File: src/rtl/vram_pkg.sv
// rtl/vram_pkg.sv - shared constants, command opcodes and FSM states for the frame VRAM writer
package vram_pkg;

  localparam int FRAME_W = 128;
  localparam int FRAME_H = 128;
  localparam int ADDR_W  = 14;
  localparam int COORD_W = 8;

  typedef enum logic [1:0] {
    OP_FILL0  = 2'd0,
    OP_FILL1  = 2'd1,
    OP_STREAM = 2'd2,
    OP_RSVD   = 2'd3
  } op_e;

  typedef enum logic [1:0] {
    ST_IDLE = 2'd0,
    ST_RUN  = 2'd1,
    ST_DONE = 2'd2
  } state_e;

endpackage

File: src/rtl/vram_rect_counter.sv
// rtl/vram_rect_counter.sv - row-major col/row walker over a latched rectangle with clipping and address
module vram_rect_counter
  import vram_pkg::*;
#(
  parameter int FRAME_W = vram_pkg::FRAME_W,
  parameter int FRAME_H = vram_pkg::FRAME_H,
  parameter int ADDR_W  = vram_pkg::ADDR_W,
  parameter int COORD_W = vram_pkg::COORD_W
) (
  input  logic               i_clk,
  input  logic               i_reset,
  input  logic               i_load,
  input  logic               i_step,
  input  logic [COORD_W-1:0] i_x,
  input  logic [COORD_W-1:0] i_y,
  input  logic [COORD_W-1:0] i_w,
  input  logic [COORD_W-1:0] i_h,
  output logic               o_last,
  output logic               o_in_bounds,
  output logic [ADDR_W-1:0]  o_addr
);

  logic [COORD_W-1:0] r_x, r_y, r_w, r_h, r_col, r_row;
  logic [COORD_W:0]   w_px, w_py;
  logic               w_col_last;

  // One extra bit so a rectangle hanging past the edge clips instead of wrapping.
  assign w_px        = {1'b0, r_x} + {1'b0, r_col};
  assign w_py        = {1'b0, r_y} + {1'b0, r_row};
  assign w_col_last  = (r_col == r_w - COORD_W'(1));
  assign o_last      = w_col_last && (r_row == r_h - COORD_W'(1));
  assign o_in_bounds = (w_px < (COORD_W+1)'(FRAME_W)) && (w_py < (COORD_W+1)'(FRAME_H));
  assign o_addr      = ADDR_W'(32'(w_py) * 32'(FRAME_W) + 32'(w_px));

  always_ff @(posedge i_clk) begin
    if (i_reset) begin
      r_x   <= '0;
      r_y   <= '0;
      r_w   <= '0;
      r_h   <= '0;
      r_col <= '0;
      r_row <= '0;
    end else if (i_load) begin
      r_x   <= i_x;
      r_y   <= i_y;
      r_w   <= i_w;
      r_h   <= i_h;
      r_col <= '0;
      r_row <= '0;
    end else if (i_step) begin
      if (w_col_last) begin
        r_col <= '0;
        r_row <= r_row + COORD_W'(1);
      end else begin
        r_col <= r_col + COORD_W'(1);
      end
    end
  end

endmodule

File: src/rtl/vram_frame_writer.sv
// rtl/vram_frame_writer.sv - rectangle fill/stream engine driving single-bit writes into the frame VRAM
module vram_frame_writer
  import vram_pkg::*;
#(
  parameter int FRAME_W     = vram_pkg::FRAME_W,
  parameter int FRAME_H     = vram_pkg::FRAME_H,
  parameter int ADDR_W      = vram_pkg::ADDR_W,
  parameter int COORD_W     = vram_pkg::COORD_W,
  parameter bit GATE_VBLANK = 1'b1
) (
  input  logic               i_clk,
  input  logic               i_reset,
  input  logic               i_cmd_valid,
  output logic               o_cmd_ready,
  input  logic [1:0]         i_cmd_op,
  input  logic [COORD_W-1:0] i_cmd_x,
  input  logic [COORD_W-1:0] i_cmd_y,
  input  logic [COORD_W-1:0] i_cmd_w,
  input  logic [COORD_W-1:0] i_cmd_h,
  input  logic               i_pix_valid,
  output logic               o_pix_ready,
  input  logic               i_pix_data,
  input  logic               i_vblank,
  output logic               o_vram_en,
  output logic [1:0]         o_vram_we,
  output logic [ADDR_W-1:0]  o_vram_addr,
  output logic               o_vram_din,
  output logic               o_busy,
  output logic               o_done
);

  state_e              r_state, w_state_next;
  op_e                 r_op;
  logic                r_vram_en, r_vram_din;
  logic [1:0]          r_vram_we;
  logic [ADDR_W-1:0]   r_vram_addr;
  logic                w_accept, w_empty, w_gate_ok, w_step, w_last, w_in_bounds, w_din;
  logic [ADDR_W-1:0]   w_addr;

  assign w_accept  = (r_state == ST_IDLE) && i_cmd_valid;
  assign w_empty   = (i_cmd_w == '0) || (i_cmd_h == '0);
  assign w_gate_ok = !GATE_VBLANK || i_vblank;
  assign w_din     = (r_op == OP_FILL1) || ((r_op == OP_STREAM) && i_pix_data);

  vram_rect_counter #(
    .FRAME_W(FRAME_W), .FRAME_H(FRAME_H), .ADDR_W(ADDR_W), .COORD_W(COORD_W)
  ) u_counter (
    .i_clk      (i_clk),
    .i_reset    (i_reset),
    .i_load     (w_accept),
    .i_step     (w_step),
    .i_x        (i_cmd_x),
    .i_y        (i_cmd_y),
    .i_w        (i_cmd_w),
    .i_h        (i_cmd_h),
    .o_last     (w_last),
    .o_in_bounds(w_in_bounds),
    .o_addr     (w_addr)
  );

  always_ff @(posedge i_clk) begin
    if (i_reset) begin
      r_state <= ST_IDLE;
      r_op    <= OP_FILL0;
    end else begin
      r_state <= w_state_next;
      if (w_accept) r_op <= op_e'(i_cmd_op);
    end
  end

  always_comb begin
    w_state_next = r_state;
    case (r_state)
      ST_IDLE: if (w_accept) w_state_next = w_empty ? ST_DONE : ST_RUN;
      ST_RUN:  if (w_step && w_last) w_state_next = ST_DONE;
      ST_DONE: w_state_next = ST_IDLE;
      default: w_state_next = ST_IDLE;
    endcase
  end

  always_comb begin
    o_cmd_ready = (r_state == ST_IDLE);
    o_busy      = (r_state == ST_RUN);
    o_done      = (r_state == ST_DONE);
    o_pix_ready = (r_state == ST_RUN) && (r_op == OP_STREAM) && w_gate_ok;
    w_step      = (r_state == ST_RUN) && ((r_op != OP_STREAM) || i_pix_valid) && w_gate_ok;
  end

  // Clipped pixels still step (and consume stream data) but issue we=00.
  always_ff @(posedge i_clk) begin
    if (i_reset) begin
      r_vram_en   <= 1'b0;
      r_vram_we   <= 2'b00;
      r_vram_addr <= '0;
      r_vram_din  <= 1'b0;
    end else if (w_step) begin
      r_vram_en   <= 1'b1;
      r_vram_we   <= w_in_bounds ? 2'b11 : 2'b00;
      r_vram_addr <= w_addr;
      r_vram_din  <= w_din;
    end else begin
      r_vram_en   <= 1'b0;
      r_vram_we   <= 2'b00;
    end
  end

  assign o_vram_en   = r_vram_en;
  assign o_vram_we   = r_vram_we;
  assign o_vram_addr = r_vram_addr;
  assign o_vram_din  = r_vram_din;

endmodule

File: config.mk
export PLATFORM = sky130hd
export DESIGN_NAME = vram_frame_writer
export DESIGN_NICKNAME = d
export VERILOG_FILES = /design/src/rtl/vram_pkg.sv /design/src/rtl/vram_rect_counter.sv /design/src/rtl/vram_frame_writer.sv
export SDC_FILE = /design/constraint.sdc
export NUM_CORES = 1
export LEC_CHECK = 0
export CAP_MARGIN = 20
export CORE_UTILIZATION = 58
export DETAILED_ROUTE_END_ITERATION = 6
export PLACE_DENSITY = 0.83
export SLEW_MARGIN = 30
export SYNTH_ARGS = -nofsm -noshare
export SYNTH_HDL_FRONTEND = slang
export SYNTH_SLANG_ARGS = --single-unit
export TNS_END_PERCENT = 50
File: constraint.sdc
create_clock -name i_clk -period 9.5 [get_ports i_clk]
set_input_delay 1.425 -clock i_clk [delete_from_list [all_inputs] [get_ports i_clk]]
set_output_delay 1.425 -clock i_clk [all_outputs]
set_load 0.01 [all_outputs]
==> results.sh <==
export IMPL_cts_resized=0
export IMPL_grt_max_degree=57
export IMPL_setup_worst_path_start_class="input port"
export IMPL_seq_power_share_pct=44.6
export IMPL_area_delta_synth_final_pct=22.81
export IMPL_ys_ff_latch=69
export IMPL_cp_max_fo=3
export IMPL_end_kind="primary output"
export IMPL_postCtsHoldBufs=0
export IMPL_r2r_slack_ps=5670
export IMPL_vias_per_cell=5.711
export IMPL_grt_ovfl_total=0
export IMPL_start_util_pct=60.13
export IMPL_p_switching_uw=188.0
export IMPL_tns_ps=0
export IMPL_status="complete, no violations"
export IMPL_clockRootBuffer="clkbuf_8"
export IMPL_cts_buffers=9
export IMPL_io_pins=62
export IMPL_switching_share_pct=26.92
export IMPL_final_common_cell="nand2_1"
export IMPL_io_buffers=61
export IMPL_dpl_cell_area_um2=4482
export IMPL_rows=29
export IMPL_syn_nets=548
export IMPL_peakVddDrop_uv=112.2
export IMPL_antenna_cells=0
export IMPL_r2r_start="u_counter.r_col[1]"
export IMPL_slew_limit_headroom_pct=54.10
export IMPL_finalHoldViolCount=0
export IMPL_arrival_ps=2660
export IMPL_drc=0
export IMPL_postRouteAntennaNets=0
export IMPL_pwr_share_comb_pct=15.2
export IMPL_rsz0062_at_grt="no"
export IMPL_finalSetupViolCount=0
export IMPL_drive_gt1_share_pct=5.720
export IMPL_cts_setup_buffers=0
export IMPL_design_area_um2=4716
export IMPL_ys_seq_area_share_pct=35.97
export IMPL_core_area_um2=6386
export IMPL_cts_tree="built"
export IMPL_final_nets=602
export IMPL_powerDensity_nw_per_um2=148.1
export IMPL_synth_edf_count=0
export IMPL_final_cell_mix="nand2_1 (108), dfxtp_1 (69), clkdlybuf4s50_1 (60), a21oi_1 (54), nor2_1 (35)"
export IMPL_die_h_um=83.37
export IMPL_fin_crit_sh_pct=42.99
export IMPL_syn_instance_count=483
export IMPL_ff2ff_path_depth=13
export IMPL_antenna_found_initial=0
export IMPL_grt_pass1_vias=3445
export IMPL_first_pass_iters=4
export IMPL_tightestPinTransition_ps=688.6
export IMPL_drt_iter0_drc=192
export IMPL_chipWidth_um=83.37
export IMPL_wl_um=8907
export IMPL_async_flop_share_pct=0
export IMPL_place_gp_congestion=0.8264
export IMPL_grt_pass1_wl_um=15720
export IMPL_cts_max_level=3
export IMPL_drv_slew=0
export IMPL_cts_buffer_depth=2
export IMPL_clk_pin_slew_ps=80
export IMPL_fp_dieArea_um2=6950
export IMPL_yosysWarnings=0
export IMPL_maxCapViolations=0
export IMPL_finalClockSkew_ps=9.159
export IMPL_max_freq_ghz=0.2449
export IMPL_clk_latency_ps=360
export IMPL_critPathCapture="o_pix_ready"
export IMPL_p_int_uw=510.4
export IMPL_hold_path_class="flop to flop"
export IMPL_fin_crit_ps=4084
export IMPL_grtUsageTotal_pct=28.10
export IMPL_crit_start="i_vblank"
export IMPL_wl_per_cell_um=14.39
export IMPL_cts_sinks=69
export IMPL_worstReg2RegEnd="o_vram_addr[13]"
export IMPL_ys_types=56
export IMPL_dp_hpwl_um=6319
export IMPL_vias=3535
export IMPL_synth_avg_cell_area_um2=7.950
export IMPL_cp_required_ps=8080
export IMPL_p_leak_nw=1.842
export IMPL_synth_ff_type="dfxtp_1"
export IMPL_criticalPathCategory="input port to primary output"
export IMPL_synth_cell_area_um2=3840
export IMPL_clkPwrFrac_pct=40.2
state kept, by name, summed over array words and instances, names as in the netlist:
name / flops
r_state: 2
o_vram_addr: 14
o_vram_en: 1
u_counter.r_col: 8
u_counter.r_x: 8
r_op: 2
u_counter.r_w: 8
o_vram_we: 1
o_vram_din: 1
u_counter.r_h: 8
u_counter.r_y: 8
u_counter.r_row: 8
worst min-delay path by stage:
stage | startpoint | end | slack, ps | cells past startpoint
floorplan | u_counter.r_h[6] | u_counter.r_h[6] | 440 | 2
global placement | o_vram_addr[3] | o_vram_addr[3] | 440 | 2
detailed placement | o_vram_addr[5] | o_vram_addr[5] | 450 | 2
CTS | o_vram_addr[5] | o_vram_addr[5] | 460 | 2
global route | o_vram_addr[5] | o_vram_addr[5] | 480 | 2
finish | o_vram_addr[5] | o_vram_addr[5] | 450 | 2
metrics by stage:
step                cells  worst slack [ps]  util [%]  power (mW)  hold slack [ps]
finish                619              5416     73.84      0.6984            452.7
global route          619              5375     73.84      0.7296            475.7
CTS                   619              5430     73.80      0.7015            458.2
detailed placement    603              5443     70.18      0.4241            445.7
global placement      603              5433     70.18      0.4202            439.9
floorplan             483              6250         -      0.3830            436.3
synthesized netlist by cell type (2+ instances only):
cell      instances  share of area (%)
a211oi_1          7                1.4
a21o_1            4               0.78
a21oi_1          54                7.0
a22oi_1           2               0.39
a311oi_1          2               0.46
and2_1            3               0.49
and3_1            6               0.98
and4_1            3               0.68
clkbuf_1         19                1.9
dfxtp_1          69                 36
fa_1              3                1.6
ha_1             22                7.2
inv_1            14                1.4
mux2i_1           3               0.78
nand2_1         108                 11
nand2b_1          6               0.98
nand3_1           9                1.2
nand3b_1          2               0.39
nand4_1           7                1.1
nor2_1           35                3.4
nor2b_1           5               0.81
nor3_1            6               0.78
nor4_1            8                1.3
o211ai_1          4               0.78
o21ai_0           7               0.91
o31a_1            2               0.46
o31ai_1           2               0.39
or2_2             2               0.33
or3_1             4               0.65
or3_4             3               0.88
xnor2_1          26                5.9
xor2_1           12                2.7
routing by layer:
layer  wire, um  GRT usage (%)
met1       3854          34.63
met2       4480          48.29
met3        429          4.771
met4        142          11.91
met5          0              0
final cells by class:
class	count	area, um^2
Inverter	14	52.55
Clock inverter	6	93.84
Sequential cell	69	1381
Multi-Input combinational cell	379	2323
Fill cell	499	1670
Clock buffer	10	137.6
Tap cell	77	96.34
Timing Repair Buffer	64	630.6
worst max-delay path, stage by stage:
cell and delay (ps):
clkdlybuf4s50_1 530, nand2_1 70, nor2_1 80, clkdlybuf4s50_1 550
power groups by stage:
stage                     registers, mW  logic, mW  clock network [mW]
final                             0.312      0.106               0.280
after global routing              0.313      0.119               0.297
after CTS                         0.312      0.106               0.283
after detailed placement          0.319      0.106                   0
after global placement            0.318      0.102                   0
after floorplan                   0.317     0.0662                   0
kinds of logic after synthesis:
group           after synthesis  share of synthesized area, %
fa+ha+maj                    25                         8.732
xor+xnor                     38                         8.667
mux                           3                        0.7820
compound gates              102                         16.81
flops                        69                         35.97
simple gates                211                         25.51
buf+inv                      35                         3.519
Power figures use the tool's default switching activity.
